<file path="src/rtl/csa_operand_packer.sv">
// Operand packer for the N-operand carry-save adder: collects W-bit operands
// into a flat lane bus and keeps a running reference sum and a sticky overflow flag.
module csa_operand_packer #(
  parameter int N = 25,
  parameter int E = 3,
  parameter int W = 4
) (
  input  logic                       clk,
  input  logic                       rst_n,
  input  logic                       in_valid,
  output logic                       in_ready,
  input  logic [W-1:0]               in_data,
  input  logic                       in_last,
  output logic                       out_valid,
  input  logic                       out_ready,
  output logic [N*W-1:0]             out_bus,
  output logic [W+E:0]               out_ref,
  output logic                       out_ovf,
  output logic [$clog2(N+1)-1:0]     out_cnt
);

  localparam int RW = W + E + 1;
  localparam int CW = $clog2(N + 1);

  typedef enum logic {FILL, HOLD} state_t;

  state_t          state_q, state_d;
  logic [N*W-1:0]  bus_q, bus_d;
  logic [RW-1:0]   ref_q, ref_d;
  logic            ovf_q, ovf_d;
  logic [CW-1:0]   cnt_q, cnt_d;
  logic [RW:0]     sum_ext;

  // The operand count doubles as the write lane index: both start at 0 and
  // advance together on every accepted operand.
  always_comb begin
    state_d = state_q;
    bus_d   = bus_q;
    ref_d   = ref_q;
    ovf_d   = ovf_q;
    cnt_d   = cnt_q;
    sum_ext = {1'b0, ref_q} + (RW+1)'(in_data);
    if (state_q == FILL) begin
      if (in_valid) begin
        bus_d[cnt_q*W +: W] = in_data;
        ref_d               = sum_ext[RW-1:0];
        ovf_d               = ovf_q | sum_ext[RW];
        cnt_d               = cnt_q + CW'(1);
        if (cnt_q == CW'(N-1) || in_last) state_d = HOLD;
      end
    end else begin
      if (out_ready) begin
        state_d = FILL;
        bus_d   = '0;
        ref_d   = '0;
        ovf_d   = 1'b0;
        cnt_d   = '0;
      end
    end
  end

  always_ff @(posedge clk or negedge rst_n) begin
    if (!rst_n) begin
      state_q <= FILL;
      bus_q   <= '0;
      ref_q   <= '0;
      ovf_q   <= 1'b0;
      cnt_q   <= '0;
    end else begin
      state_q <= state_d;
      bus_q   <= bus_d;
      ref_q   <= ref_d;
      ovf_q   <= ovf_d;
      cnt_q   <= cnt_d;
    end
  end

  assign in_ready  = (state_q == FILL);
  assign out_valid = (state_q == HOLD);
  assign out_bus   = bus_q;
  assign out_ref   = ref_q;
  assign out_ovf   = ovf_q;
  assign out_cnt   = cnt_q;

endmodule
</file>
<file path="config.mk">
export PLATFORM = sky130hd
export DESIGN_NAME = csa_operand_packer
export DESIGN_NICKNAME = d
export VERILOG_FILES = /design/src/rtl/csa_operand_packer.sv
export SDC_FILE = /design/constraint.sdc
export NUM_CORES = 1
export LEC_CHECK = 0
export ABC_AREA = 1
export BUFFER_PORTS_ARGS = -buffer_cell sky130_fd_sc_hd__buf_4
export CAP_MARGIN = 30
export CORE_UTILIZATION = 55
export CTS_CLUSTER_DIAMETER = 80
export DETAILED_ROUTE_END_ITERATION = 10
export HOLD_SLACK_MARGIN = 0.1
export PLACE_DENSITY = 0.81
export SLEW_MARGIN = 5
export SYNTH_ARGS = -nofsm -noshare
export SYNTH_HDL_FRONTEND = slang
export SYNTH_SLANG_ARGS = --single-unit
export TNS_END_PERCENT = 30
</file>
<file path="constraint.sdc">
create_clock -name clk -period 2.5 [get_ports clk]
set_input_delay 0.75 -clock clk [delete_from_list [all_inputs] [get_ports clk]]
set_output_delay 0.75 -clock clk [all_outputs]
set_load 0.01 [all_outputs]
</file>
==> impl_metrics.toml, run 1 <==
[critical_path]
worst-setup-path-type = "register to output port"
worst_path_max_delay_cell = "dfrtp_1"
max_stage_delay_ns = 0.58
critPathLaunch = "out_valid$_DFF_PN0_"
reg2reg_from = "out_cnt[0]$_DFFE_PN0P_"
cp.required_ns = 1.75
crit_path_end_kind = "output port"
path_delay_family = "flip-flops"
path_cells = "clkinvlp_4 > buf_4"
critPathArrivalTime_ns = 1.65
critPathBufInv = 2
worst_setup_path_start_kind = "register"
crit_fanout = 9

[cts]
htreeDepth = 4
hold_buffers = 0
clockBufferDepth = 2
clk_pin_slew_ns = 0.05
cts-root-buf = "clkbuf_8"
tritoncts.num_buffers = 17
clk_latency_ns = 0.53
cts_sinks = 115
cts_tree = "done"

[floorplanning]
coreArea_mm2 = 0.00991
rows = 36
io_pins = 125
dieArea_mm2 = 0.0108
initial_core_util_pct = 57.4
dieHeight_um = 104
dieWidth_um = 104

[yosys]
avgSynthCellArea_um2 = 7.98
postSynthNetCount = 730
postSynthCellCount = 713
ys_ff_latch = 115
synth.top_cell.area_share_pct = 50.6
yosys_warnings = 0
netlist_top_cells_area = "dfrtp_1 (51%), nand3_1 (14%), nand2_1 (11%), nand4_1 (6.3%), nor2_1 (4.4%)"
yosysTopAreaCell = "dfrtp_1"
ys_seq_area_share_pct = 50.6
syn-cell-area_mm2 = 0.00569
synth_cell_types = 28

[power_and_ir_drop]
pwr-share-seq_pct = 26.8
power.share.clock_pct = 34.7
p_sw_mw = 2.97
power_density_mw_per_mm2 = 988
vdd_drop_max_mv = 0.586
combPwrFrac_pct = 38.5
power_leakage_nw = 4.22
swShare_pct = 39.0
internal_power_mw = 4.64

[global_routing]
antenna_found_initial = 0
grt_pass1_vias = 5573
grt_max_degree = 108
grt_first_pass_wirelength_um = 28600
track_usage_pct = 33.9
overflow = 0

[timing]
finalSetupViolations = 0
min_period_ns = 2.40
fmax_mhz = 417
tightest_slew_ns = 0.489
period_share_pct = 96.0
fin_skew_ns = 0.00489
rsz0062_at_grt = "no"
tns_ns = 0
hold_viol_final = 0
finalMaxSlewViolations = 0
maxSlewHeadroom_pct = 67.4

[layout]
utilization_pct = 77.7
drive_gt1_share_pct = 25.6
multi_input_area_mm2 = 0.00255
regArea_mm2 = 0.00288
diodes = 0
nets = 878
num-fill-cells = 688
area.growth.synth_to_final_pct = 35.3

[routing]
vias = 5944
drt_iter0_drc = 514
via_per_inst = 5.90
ant_nets = 0
finalWirelength_um = 17700
wl_per_cell_um = 17.6
drcViolationCount = 0
drt_pre_antenna_iters = 5

[run]
maxCapViolCount = 0

[place]
numPortBuffers = 124
detailed_place_hpwl_um = 12200
gp_congestion = 0.961

[status]
status = "finished, final reports clean"

[hold_path]
hold_class = "input pin to asynchronous set/reset pin"
[what timing repair did]
| action | CTS | global route |
|---|---|---|
| endpoints found under the setup margin | 0 | 77 |
| gates resized for setup | 0 | 11 |
| buffers inserted | 0 | 10 |
[sequential cells by signal, summed over array words and instances (netlist names)]
register	flops
out_bus	100
out_cnt	5
out_valid	1
out_ref	8
out_ovf	1
[per-stage QoR]
stage / power [mW] / std cells / setup WS [ns] / hold slack [ns] / area [µm²]
3_5_place_dp: 4.63 / 964 / 0.122 / 0.487 / 6910
5_1_grt: 7.93 / 1007 / 0.00335 / 0.213 / 7700
4_1_cts: 7.29 / 996 / 0.0266 / 0.193 / 7550
6_report: 7.61 / 1007 / 0.100 / 0.182 / 7700
2_1_floorplan: 3.72 / 713 / 0.0968 / 0.454 / 5690
3_3_place_gp: 4.57 / 964 / 0.192 / 0.477 / 6910
[cell type report]
class                           instances  share of cell area [%]
Tap cell                              133                    2.16
Inverter                               46                    2.29
Multi-Input combinational cell        517                    33.1
Clock inverter                         10                    2.31
Clock buffer                           22                    6.01
Timing Repair Buffer                  164                    16.8
Sequential cell                       115                    37.4
[synthesized netlist by cell type]
master and count:
a21boi_0 1, a21oi_1 5, a21oi_2 1, a22o_1 2
a31oi_1 1, buf_1 9, buf_2 13, clkbuf_1 13
dfrtp_1 115, fa_1 1, ha_1 7, inv_1 41
inv_2 5, nand2_1 173, nand2_2 3, nand2_4 1
nand3_1 156, nand4_1 57, nor2_1 67, nor2_2 9
nor2_4 2, nor3_1 15, nor3b_2 1, nor4_1 1
o21a_1 1, o21ai_0 10, o22ai_1 2, o31ai_1 1
[kinds of logic (layout without fill, tap and decap cells)]
kind of cell               count (synthesis)  count (layout)  synth area share [%]
DFF                                      115             115                  50.6
and+or+nand+nor                          485             485                  39.4
AOI/OAI and AO/OA                         24              24                  2.51
buffers and inverters                     81             242                  5.63
adders and majority gates                  8               8                  1.89
[per-layer routing]
metal	up-vias	GRT usage, %	part of all wire, %
met4	0	13.3	2.6
met5	-	0	0
met3	50	7.17	8.5
met1	2808	45.9	41
li1	2728	-	-
met2	358	53.8	48
[power groups by stage]
stage	Sequential, mW	Combinational, mW	Clock (mW)
finish	2.04	2.93	2.64
global placement	2.06	2.51	0
global route	2.05	3.14	2.75
floorplan	2.09	1.63	0
CTS	2.03	2.60	2.65
detailed placement	2.06	2.56	0
[layout by cell type (no fill, tap or decap), types with 2 or more instances in the layout]
master / netlist / routed
a21oi_1: 5 / 5
a22o_1: 2 / 2
buf_12: 0 / 3
buf_4: 0 / 159
bufinv_16: 0 / 5
clkbuf_1: 13 / 2
clkbuf_16: 0 / 17
clkbuf_8: 0 / 4
clkinv_2: 0 / 4
clkinvlp_4: 0 / 2
dfrtp_1: 115 / 115
ha_1: 7 / 6
inv_1: 41 / 40
inv_2: 5 / 5
nand2_1: 173 / 172
nand2_2: 3 / 3
nand2_4: 1 / 2
nand3_1: 156 / 156
nand4_1: 57 / 57
nor2_1: 67 / 62
nor2_2: 9 / 12
nor2_4: 2 / 4
nor3_1: 15 / 15
o21ai_0: 10 / 10
o22ai_1: 2 / 2
[worst paths after layout]
check / depth (start not counted) / to / slack [ns]
max: 2 / in_ready / 0.1
min: 1 / out_bus[5]$_DFFE_PN0P_ / 0.18
max reg2reg: 13 / out_bus[45]$_DFFE_PN0P_ / 0.17
min reg2reg: 1 / out_ovf$_DFFE_PN0P_ / 0.49
max in group asynchronous: 2 / out_bus[44]$_DFFE_PN0P_ / 1.68
min in group clk: 1 / out_ovf$_DFFE_PN0P_ / 0.49
No activity file was read; power rests on OpenSTA's default activity.
==> run 2, diff against run 1 <==
Settings changed: CORE_UTILIZATION 55 to 42, CTS_CLUSTER_DIAMETER 80 to not set, MAX_ROUTING_LAYER set to met4, PLACE_DENSITY 0.81 to not set.
==> run 2 against run 1 <==
Against the previous run: utilization down 20 points; first-iteration DRC count up 3.5%; fmax up 4.9%; global-route usage down 7.3 points; routed wire length up 0.13%; count of clock-buffer cells in the layout down 1.
==> impl_metrics.toml, run 2 (synthesis results as in run 1) <==
[layout]
mostFrequentLayoutCells = "nand2_1 (172), nand3_1 (156), buf_4 (151), dfrtp_1 (115), nor2_1 (63)"
design_area_mm2 = 0.00766
diodes = 0
drive_gt1_share_pct = 24.5
num-fill-cells = 1254
largest_reg_flops = 100
area.growth.synth_to_final_pct = 34.6
nets = 871
final_common_cell = "nand2_1"

[critical_path]
worst_path_max_delay_cell = "dfrtp_1"
crit_fanout = 8
r2r-end = "out_bus[44]$_DFFE_PN0P_"
critPathBufInv = 4
max_stage_delay_ns = 0.35
reg2reg_from = "out_cnt[0]$_DFFE_PN0P_"
ff2ff_path_depth = 13
worst_setup_path_start_kind = "register"
cp.required_ns = 2.86
crit_path_end_kind = "register"
path_delay_family = "simple AND/OR/NAND/NOR gates"
worst-setup-path-type = "register to register"
critPathArrivalTime_ns = 2.64
path_cells = "inv_2 > ha_1 > inv_1 > nor2_4 > inv_1 > nor2_1 > ha_1 > a21oi_4 > nand4_1 > buf_4 > nor2_1 > nand4_1 > nand2_1"
regToRegSetupSlack_ns = 0.21

[cts]
clk_pin_slew_ns = 0.05
cts_tree = "done"
htreeDepth = 4
clk_latency_ns = 0.42
clockBufferDepth = 2
cts_sinks = 115
cts-root-buf = "clkbuf_16"
tritoncts.num_buffers = 17

[floorplanning]
coreArea_mm2 = 0.0132
io_pins = 125
dieWidth_um = 118
dieHeight_um = 118
initial_core_util_pct = 43.0
dieArea_mm2 = 0.0140
rows = 42

[routing]
wl_per_cell_um = 17.0
finalWirelength_um = 17800
via_per_inst = 5.50
drt_pre_antenna_iters = 5
ant_nets = 0
vias = 5735
drcViolationCount = 0
drt_iter0_drc = 532

[power_and_ir_drop]
vdd_drop_max_mv = 0.522
finalPower_mw = 7.29
power_leakage_nw = 4.17
power_density_mw_per_mm2 = 952

[hold_path]
hold_class = "input pin to asynchronous set/reset pin"

[global_routing]
grt_first_pass_wirelength_um = 27800
track_usage_pct = 26.5
grt_max_degree = 108
antenna_found_initial = 0
grt_pass1_vias = 5221
overflow = 0

[timing]
hold_viol_final = 0
finalMaxSlewViolations = 0
min_period_ns = 2.29
tightest_slew_ns = 0.619
period_share_pct = 91.5
maxSlewHeadroom_pct = 58.6
rsz0062_at_grt = "yes"
fin_skew_ns = 0.0102
finalSetupViolations = 0
fmax_mhz = 437

[place]
numPortBuffers = 124
detailed_place_hpwl_um = 12400
gp_congestion = 0.955
postPlaceCellArea_mm2 = 0.00697

[run]
maxCapViolCount = 0

[status]
status = "finished, final reports clean"
## run 2: cell count changes in the layout (fill, tap and decap cells not counted), moves of 2 or more
| cell | previous run | this run |
|---|---|---|
| buf_12 | 3 | 5 |
| buf_4 | 159 | 151 |
| bufinv_16 | 5 | 3 |
| clkbuf_8 | 4 | 1 |
| nor2_2 | 12 | 10 |
## run 2: layer usage
layer | track usage (%) | part of all wire, % | wire length (µm)
met4 | 9.02 | 1.7 | 306
met5 | - | 0 | 0
met3 | 5.45 | 5.6 | 988
met1 | 36.4 | 47 | 8350
met2 | 39.3 | 46 | 8120
## run 2: timing repair
item / in CTS / in global routing
endpoints found under the setup margin: 0 / 89
gates resized for setup: 0 / 9
buffers inserted: 0 / 5
hold buffers: 0 / 0
## run 2: worst max-delay path by stage
stage	startpoint	end	slack [ns]	depth (start not counted)
floorplan	out_cnt[0]$_DFFE_PN0P_	out_bus[33]$_DFFE_PN0P_	0.1	14
global placement	out_cnt[0]$_DFFE_PN0P_	out_bus[15]$_DFFE_PN0P_	0.17	13
detailed placement	out_cnt[0]$_DFFE_PN0P_	out_bus[94]$_DFFE_PN0P_	0.14	12
CTS	out_cnt[0]$_DFFE_PN0P_	out_bus[91]$_DFFE_PN0P_	0.12	12
global route	out_cnt[0]$_DFFE_PN0P_	out_bus[2]$_DFFE_PN0P_	-0.002	12
finish	out_cnt[0]$_DFFE_PN0P_	out_bus[44]$_DFFE_PN0P_	0.21	13
## run 2: metrics by stage
stage / hold slack [ns] / instances / setup TNS (ns) / worst slack (ns) / utilization [%]
after detailed placement: 0.491 / 1005 / 0 / 0.135 / 52.6
after CTS: 0.274 / 1036 / 0 / 0.118 / 57.1
after global routing: 0.295 / 1042 / -0.00162 / -0.00162 / 57.8
after global placement: 0.480 / 1005 / 0 / 0.172 / 52.6
after floorplan: 0.454 / 713 / 0 / 0.0968 / -
final: 0.273 / 1042 / 0 / 0.213 / 57.8
## run 2: cell type report
cell class	instances	area (µm²)	share of cell area, %
Inverter	46	173	2.26
Multi-Input combinational cell	517	2540	33.2
Clock inverter	10	134	1.75
Clock buffer	21	450	5.88
Tap cell	176	220	2.88
Sequential cell	115	2880	37.6
Timing Repair Buffer	157	1260	16.4
## run 2: report_power, final
group | internal, mW | leakage [nW] | switching (mW)
Clock | 1.58 | 0.283 | 0.846
Sequential | 1.94 | 1.60 | 0.0980
Combinational | 0.835 | 2.29 | 1.99
## run 2: worst register-to-register path: stages, from the launching register on
cell     delay, ns
dfrtp_1       0.35
inv_2         0.06
ha_1          0.21
inv_1         0.10
nor2_4        0.06
inv_1         0.08
nor2_1        0.05
ha_1          0.23
a21oi_4       0.22
nand4_1       0.23
buf_4         0.22
nor2_1        0.19
nand4_1       0.14
nand2_1       0.09
